--- src/rtl/seg7_if.sv ---
// seg7_if: display-side bus of the 7-segment scan multiplexer.
//   value    - hex word, nibble i drives digit i (digit 0 rightmost)
//   dp_in    - decimal-point request per digit, 1 = lit
//   digit_en - per-digit enable, 0 keeps that anode off
//   seg      - segments a..g on seg[0]..seg[6], active low
//   an       - anode selects, active low, at most one low
//   dp       - decimal point, active low
//   frame    - one-cycle pulse when the snapshot registers load
// master drives the word and enables; slave is the scan multiplexer.
interface seg7_if #(
    parameter int DIGITS = 4
);
    logic [4*DIGITS-1:0] value;
    logic [DIGITS-1:0]   dp_in;
    logic [DIGITS-1:0]   digit_en;
    logic [6:0]          seg;
    logic [DIGITS-1:0]   an;
    logic                dp;
    logic                frame;

    modport master (output value, dp_in, digit_en, input seg, an, dp, frame);
    modport slave  (input value, dp_in, digit_en, output seg, an, dp, frame);
endinterface

--- src/rtl/seg7_scan_mux.sv ---
// seg7_scan_mux: time-multiplexed hex driver for common-anode 7-segment displays.
//   clk   - system clock, all state on the rising edge
//   reset - asynchronous active-high reset
//   bus   - seg7_if.slave: value/dp_in/digit_en in, seg/an/dp/frame out
// DIGITS digits are scanned, CLK_DIV clocks per slot, the first BLANK clocks of
// each slot keep every anode off. Inputs are snapshotted once per frame.
// Define SEG7_LZB_EN to enable leading-zero blanking of digits 1..DIGITS-1.
module seg7_scan_mux #(
    parameter int DIGITS  = 4,
    parameter int CLK_DIV = 10000,
    parameter int BLANK   = 100
) (
    input logic   clk,
    input logic   reset,
    seg7_if.slave bus
);
    localparam int DW = $clog2(CLK_DIV);
    localparam int IW = DIGITS > 1 ? $clog2(DIGITS) : 1;
    // lit segments per hex value, gfedcba, digit 0 in the low bits
    localparam logic [16*7-1:0] LIT = {
        7'h71, 7'h79, 7'h5E, 7'h39, 7'h7C, 7'h77, 7'h6F, 7'h7F,
        7'h07, 7'h7D, 7'h6D, 7'h66, 7'h4F, 7'h5B, 7'h06, 7'h3F
    };

    logic [DW-1:0]       div_q, div_d;
    logic [IW-1:0]       idx_q, idx_d;
    logic [4*DIGITS-1:0] snap_val_q;
    logic [DIGITS-1:0]   snap_dp_q, snap_en_q;
    logic [6:0]          seg_q, seg_d;
    logic [DIGITS-1:0]   an_q, an_d;
    logic                dp_q, dp_d, frame_q;
    logic [DIGITS-1:0]   blank;
    logic [3:0]          nib;
    logic                wrap, last, past_blank, active;

`ifdef SEG7_LZB_EN
    // a digit goes dark when it and every digit to its left hold zero
    assign blank[0] = 1'b0;
    for (genvar i = 1; i < DIGITS; i++) begin : g_lzb
        assign blank[i] = snap_val_q[4*DIGITS-1:4*i] == '0;
    end
`else
    assign blank = '0;
`endif

    always_comb begin
        wrap       = div_q == DW'(CLK_DIV - 1);
        last       = wrap && idx_q == IW'(DIGITS - 1);
        div_d      = wrap ? '0 : div_q + DW'(1);
        idx_d      = !wrap ? idx_q : (idx_q == IW'(DIGITS - 1) ? '0 : idx_q + IW'(1));
        // written as div+1 > BLANK so BLANK=0 is not a constant comparison
        past_blank = ({1'b0, div_q} + (DW+1)'(1)) > (DW+1)'(BLANK);
        active     = past_blank && snap_en_q[idx_q] && !blank[idx_q];
        nib        = snap_val_q[{idx_q, 2'b00} +: 4];
        seg_d      = active ? ~LIT[7*nib +: 7] : 7'h7F;
        an_d       = active ? ~(DIGITS'(1) << idx_q) : '1;
        dp_d       = active ? ~snap_dp_q[idx_q] : 1'b1;
    end

    always_ff @(posedge clk or posedge reset) begin
        if (reset) begin
            div_q      <= '0;
            idx_q      <= '0;
            snap_val_q <= '0;
            snap_dp_q  <= '0;
            snap_en_q  <= '0;
            seg_q      <= 7'h7F;
            an_q       <= '1;
            dp_q       <= 1'b1;
            frame_q    <= 1'b0;
        end else begin
            div_q   <= div_d;
            idx_q   <= idx_d;
            seg_q   <= seg_d;
            an_q    <= an_d;
            dp_q    <= dp_d;
            frame_q <= last;
            if (last) begin
                snap_val_q <= bus.value;
                snap_dp_q  <= bus.dp_in;
                snap_en_q  <= bus.digit_en;
            end
        end
    end

    assign bus.seg   = seg_q;
    assign bus.an    = an_q;
    assign bus.dp    = dp_q;
    assign bus.frame = frame_q;
endmodule

--- src/flat_wrapper.sv ---
// flat-port wrapper written by rule: the top's interface ports become plain ports
module seg7_scan_mux_flat 
#(
    parameter int DIGITS  = 4,
    parameter int CLK_DIV = 10000,
    parameter int BLANK   = 100
)
  (clk, reset, bus_value, bus_dp_in, bus_digit_en, bus_seg, bus_an, bus_dp, bus_frame);
  seg7_if #(.DIGITS(DIGITS)) bus_i ();
  input logic clk;
  input logic reset;
  input wire logic [$bits(bus_i.value)-1:0] bus_value;
  input wire logic [$bits(bus_i.dp_in)-1:0] bus_dp_in;
  input wire logic [$bits(bus_i.digit_en)-1:0] bus_digit_en;
  output wire logic [$bits(bus_i.seg)-1:0] bus_seg;
  output wire logic [$bits(bus_i.an)-1:0] bus_an;
  output wire logic [$bits(bus_i.dp)-1:0] bus_dp;
  output wire logic [$bits(bus_i.frame)-1:0] bus_frame;
  assign bus_i.value = bus_value;
  assign bus_i.dp_in = bus_dp_in;
  assign bus_i.digit_en = bus_digit_en;
  assign bus_seg = bus_i.seg;
  assign bus_an = bus_i.an;
  assign bus_dp = bus_i.dp;
  assign bus_frame = bus_i.frame;
  seg7_scan_mux #(.DIGITS(DIGITS), .CLK_DIV(CLK_DIV), .BLANK(BLANK)) u_core (.clk(clk), .reset(reset), .bus(bus_i));
endmodule
--- config.mk ---
export PLATFORM = sky130hd
export DESIGN_NAME = seg7_scan_mux_flat
export DESIGN_NICKNAME = d
export VERILOG_FILES = /design/src/rtl/seg7_if.sv /design/src/rtl/seg7_scan_mux.sv /design/src/flat_wrapper.sv
export SDC_FILE = /design/constraint.sdc
export NUM_CORES = 1
export LEC_CHECK = 0
export CORE_UTILIZATION = 55
export DETAILED_ROUTE_END_ITERATION = 10
export GPL_ROUTABILITY_DRIVEN = 0
export GPL_TIMING_DRIVEN = 0
export PLACE_DENSITY = 0.8
export SYNTH_ARGS = -nofsm -noshare
export SYNTH_HDL_FRONTEND = slang
export SYNTH_SLANG_ARGS = --single-unit
--- constraint.sdc ---
create_clock -name clk -period 2.85 [get_ports clk]
set_input_delay 0.7125 -clock clk [delete_from_list [all_inputs] [get_ports clk]]
set_output_delay 0.7125 -clock clk [all_outputs]
set_load 0.02 [all_outputs]
; ---- Word level (Yosys, flattened, before mapping)
; Index checks and enable logic that the tools add are counted.
[word_totals]
reg_bits = 53
out_inout_bits = 13
[op_classes]
shifts = 3
mux = 11
bitwise_logic = 3
add_sub_neg = 3
magnitude_cmp = 2
n_reduce_logical = 4
n_mul = 1
eq_ne = 2
[op_table]
columns = cell, n
row1 = $shiftx A112 B8 Y7 const A, 1
row2 = $shiftx A16 B5 Y4, 1
row3 = $add A14 B1 Y15 const B, 1
row4 = $gt A15 B7 Y1 const B, 1
row5 = $add A14 B1 Y14 const B, 1
row6 = $eq A14 B14 Y1 const B, 1
row7 = $mux W14, 1
row8 = $mul A3 B4 Y7 const A, 1
row9 = $mux W7, 1
row10 = $not A7 Y7, 1
row11 = $bmux W1 S2, 3
row12 = $mux W1, 4
row13 = $mux W4, 1
row14 = $not A4 Y4, 1
row15 = $shl A1 B2 Y4 const A, 1
row16 = $logic_and A1 B1 Y1, 3
row17 = $lt A2 B3 Y1 const B, 1
row18 = $add A2 B1 Y2 const B, 1
row19 = $eq A2 B2 Y1 const B, 1
row20 = $mux W2, 1
row21 = $logic_not A1 Y1, 1
row22 = $not A1 Y1, 1

; ---- Logic depth before layout (Yosys ltp)
[logic_depth]
word_depth = 5
mapped_depth = 9
depth_no_buf = 7

; ---- Worst setup path before layout
; No wires, ideal clock.
[synth_path]
kind = register to register
from = reg u_core.div_q[0]
to = reg u_core.seg_q[1] (netlist: u_core.bus.seg[1])
setup_time_ns = 0.081
t_arrival_ns = 2.041
period_less_slack_ns = 2.123
stages_incl_launch_ff = 8
slack_ns = 0.727
t_required_ns = 2.769
cell_sequence = dfrtp_1 -> ha_1 -> nand4_1 -> or3_1 -> mux2i_1 -> or4b_4 -> buf_6 -> o2111ai_2
[synth_between]
elab_chain_len = 5
[synth_lines]
columns = element, line_no
row1 = "start, declared", seg7_scan_mux.sv:25  ; logic [DW-1:0] div_q, div_d;
row2 = "start signal, assigned", seg7_scan_mux.sv:72  ; div_q <= div_d;
row3 = $add A14 B1 Y15, seg7_scan_mux.sv:52  ; past_blank = ({1'b0, div_q} + (DW+1)'(1)) > (DW+1)'(BLANK);
row4 = $gt A15 B7 Y1, seg7_scan_mux.sv:52
row5 = $logic_and A1 B1 Y1 (2 in a row), seg7_scan_mux.sv:53  ; active = past_blank && snap_en_q[idx_q] && !blank[idx_q];
row6 = $mux W7, seg7_scan_mux.sv:55  ; seg_d = active ? ~LIT[7*nib +: 7] : 7'h7F;
row7 = via u_core.seg_d[1], seg7_scan_mux.sv:29  ; logic [6:0] seg_q, seg_d;
row8 = "end signal, assigned", seg7_scan_mux.sv:74  ; seg_q <= seg_d;
row9 = "end, declared", seg7_scan_mux.sv:29
; The timed path passes the listed nets, and every way through them passes these cells.
; A chain may end at the register's enable or synchronous reset.

; ---- Final worst setup path
[layout_path]
from = reg u_core.idx_q[0]
to = reg u_core.seg_q[0] (netlist: u_core.bus.seg[0])
[layout_between]
elab_chain_len = 5
[layout_lines]
columns = element, line_no
row1 = "start, declared", seg7_scan_mux.sv:26  ; logic [IW-1:0] idx_q, idx_d;
row2 = "start signal, assigned", seg7_scan_mux.sv:73  ; idx_q <= idx_d;
row3 = $shiftx A16 B5 Y4 or $bmux W1 S2 (tied branches), "seg7_scan_mux.sv:54, seg7_scan_mux.sv:53"
row4 = $mul A3 B4 Y7 or $mux W1 (tied branches), "seg7_scan_mux.sv:55, seg7_scan_mux.sv:53"
row5 = "$shiftx A112 B8 Y7, or another cell as far along", seg7_scan_mux.sv:55
row6 = $not A7 Y7 or $logic_and A1 B1 Y1 (tied branches), "seg7_scan_mux.sv:55, seg7_scan_mux.sv:53"
row7 = $mux W7 *, seg7_scan_mux.sv:55
row8 = via u_core.seg_d[0], seg7_scan_mux.sv:29
; Mark *: on every way through the listed nets, which the timed path passes. The rest lies on a longest branch. The select of a mux whose other input is x is not followed.

==> results_dict.tcl <==
set metrics [dict create \
    outcome "complete, no violations" \
    clkSlewWorstSetupHoldPaths_ns 0.09 \
    synth_area_um2 2820 \
    synth.avg_cell_area_um2 12.0 \
    yosysWarnings 0 \
    first_pass_iters 4 \
    ctsRootBufferMaster "clkbuf_8" \
    track_usage 0.212 \
    tightest_slew_ns 0.613 \
    power.density_nw_per_um2 406 \
    die_h_um 73.7 \
    clkSinkCount 53 \
    drt-initial-drc-count 92 \
    async_reset_ff_frac 1.00 \
    grt_pass1_vias 1743 \
    cp-start-kind "flip-flop" \
    die_area_um2 5430 \
    clk_latency_ns 0.31 \
    rsz0062_at_grt "no" \
    timing.rr.start "u_core.idx_q[0]" \
    syn2layout_area_growth_pct 21.0 \
    std_cell_rows 25 \
    wl_per_cell_um 14.9 \
    min_path_cells 1 \
    post-synth-top-count-cell "dfrtp_1" \
    slowest_stage "mux4_2" \
    path_buf_inv 3 \
    drive_above_1_share 0.277 \
    dp_slack_ns 0.459 \
    synth_flop_cell "dfrtp_1" \
    grt_pass1_wl_um 8480 \
    num_io_pins 39 \
    ant_nets 0 \
    coreArea_um2 4820 \
    crit_top_cell "o21ai_0" \
    grt_start_max_net_pins 34 \
    fp.dieW_um 73.7 \
    start_util 0.586 \
    io_buffer_count 38 \
    ir_drop_v 0.000257 \
    critPathTopFamily "multiplexers" \
    cts_resized 0 \
    fin_cells 349 \
    dp_hpwl_um 3800 \
    p_leak_nw 1.39 \
    hold_class "reg -> reg" \
    drv_cap 0 \
    syn-num-nets 271 \
    setup_ws_ns 0.403 \
    cts_hold_buf 0 \
    slew_headroom 0.591 \
    fin_util 0.709 \
    fmax_mhz 409 \
    setup_tns_ns 0 \
    clock_skew_ns 0.00875 \
    numCtsBuffers 5 \
    post_dp_cell_area_um2 3310 \
    synth_enable_flop_cells 0 \
    reg2reg_depth 9 \
    fillers 356 \
    cts_setup_buffers 0 \
    synthCells 235 \
    required_ns 3.10 \
    vias 1953 \
    cp_cell_sequence "buf_2 > mux4_2 > inv_1 > ha_1 > clkbuf_1 > mux2i_1 > o21ai_0 > o21ai_0 > nand4_2" \
    routed_via_density 5.60 \
    grt_overflow_total 0 \
    ff2ff_setup_slack_ns 0.40 \
    synth_commonest_cells "dfrtp_1 (41), mux2_2 (25), nor2_1 (13), dfstp_2 (12), nand2_1 (12)" \
    finalHoldViolCount 0 \
    min_to "u_core.snap_val_q[1]" \
    antenna_cells 0 \
    drt-total-wl_um 5200 \
    synth_top_area_cell "dfrtp_1" \
    min_period_ns 2.45 \
    yosysTopAreaCellShare 0.363 \
    drv_slew 0 \
    hp-start "u_core.snap_val_q[1]" \
    synth_area_leaders "dfrtp_1 (36%), dfstp_2 (11%), mux2_2 (10%)" \
    cts_tree "done" \
    design_area_um2 3420 \
    r2r_end "u_core.bus.seg[0]" \
    critPathMaxStageDelay_ns 0.62 \
    final_nets 317 \
    min_period_over_period 0.859 \
    synth.ff_latch_count 53 \
    h-tree-depth 2 \
    cts_buffer_depth 2 \
    ys_types 48 \
    antenna_found_initial 0 \
    end_kind "flip-flop" \
    dp.cells 341 \
    setup_violations 0 \
    route.detailed.drc 0 \
    crit_path_max_fanout 8 \
    cp_data_arrival_time_ns 2.70 \
    seq_area_frac_synth 0.475 \
    critPathKind "reg -> reg" \
]
==> placed cells by master (no fill, tap or decap), drive strengths merged, types with 3 or more instances in the layout <==
master / netlist / final
o21ai: 7 / 7
buf: 11 / 12
mux4: 5 / 5
dfstp: 12 / 12
nand3: 16 / 16
mux2i: 9 / 9
nor2: 13 / 13
xnor2: 4 / 4
mux2: 25 / 25
ha: 10 / 10
clkbuf: 6 / 12
nand4: 7 / 7
xor2: 7 / 7
nand2: 13 / 13
inv: 10 / 10
clkdlybuf4s50: 0 / 38
dfrtp: 41 / 41
o21a: 3 / 3
o2111ai: 6 / 6
==> report_power, final <==
| group | switching [mW] | internal [mW] |
|---|---|---|
| Clock | 0.235 | 0.261 |
| Combinational | 0.0510 | 0.0622 |
| Sequential | 0.00898 | 0.770 |
| Total | 0.295 | 1.09 |
==> sequential cells by signal, indices dropped and copies added, names as in the netlist <==
register and count:
u_core.snap_dp_q 4, u_core.bus.frame 1, u_core.idx_q 2, u_core.snap_en_q 4, u_core.snap_val_q 16, u_core.bus.seg 7, u_core.div_q 14, u_core.bus.dp 1
u_core.bus.an 4
==> logic make-up (layout without fill, tap and decap cells) <==
| family | Yosys count | after routing | share of synthesized area |
|---|---|---|---|
| AO/OA/AOI/OAI | 28 | 28 | 0.0837 |
| XOR/XNOR | 11 | 11 | 0.0341 |
| adder cells (fa/ha/maj) | 10 | 10 | 0.0443 |
| buffers and inverters | 27 | 74 | 0.0470 |
| flip-flops | 53 | 53 | 0.475 |
| multiplexers | 39 | 39 | 0.171 |
| AND/OR/NAND/NOR | 67 | 67 | 0.144 |
==> worst register-to-register path, stage by stage, from the launching register on <==
cell,delay [ns]
dfrtp_1,0.38
buf_2,0.28
mux4_2,0.62
inv_1,0.13
ha_1,0.14
clkbuf_1,0.31
mux2i_1,0.12
o21ai_0,0.16
o21ai_0,0.14
nand4_2,0.12
==> how the worst max path moves through the flow <==
stage | endpoint | startpoint | depth (start not counted)
2_1_floorplan | u_core.bus.seg[1] | u_core.div_q[0] | 7
3_3_place_gp | u_core.snap_en_q[0] | reset | 2
3_5_place_dp | u_core.bus.seg[0] | u_core.idx_q[0] | 9
4_1_cts | u_core.bus.seg[0] | u_core.idx_q[0] | 9
5_1_grt | u_core.bus.seg[0] | u_core.idx_q[0] | 9
6_report | u_core.bus.seg[0] | u_core.idx_q[0] | 9
==> cell type report <==
class                           count  area (um^2)  area share
Multi-Input combinational cell    155         1350       0.395
Sequential cell                    53         1340       0.393
Timing Repair Buffer               39          400       0.117
Buffer                             17         95.1      0.0278
Tap cell                           67         83.8      0.0245
Clock buffer                        6         72.6      0.0212
Inverter                           10         37.5      0.0110
Clock inverter                      2         35.0      0.0103
==> metrics by stage <==
step / hold slack (ns) / power [mW]
finish: 0.513 / 1.39
global placement: 0.482 / 0.899
CTS: 0.514 / 1.40
global route: 0.531 / 1.45
floorplan: 0.474 / 0.852
detailed placement: 0.493 / 0.906
==> per-layer routing <==
layer | share of wire | global-route usage | up-vias
met5 | 0 | 0 | -
met4 | 0.014 | 0.0812 | 0
met3 | 0.047 | 0.0466 | 7
met2 | 0.47 | 0.303 | 67
met1 | 0.47 | 0.317 | 943
li1 | - | - | 936
(Power assumes the default switching activity.)
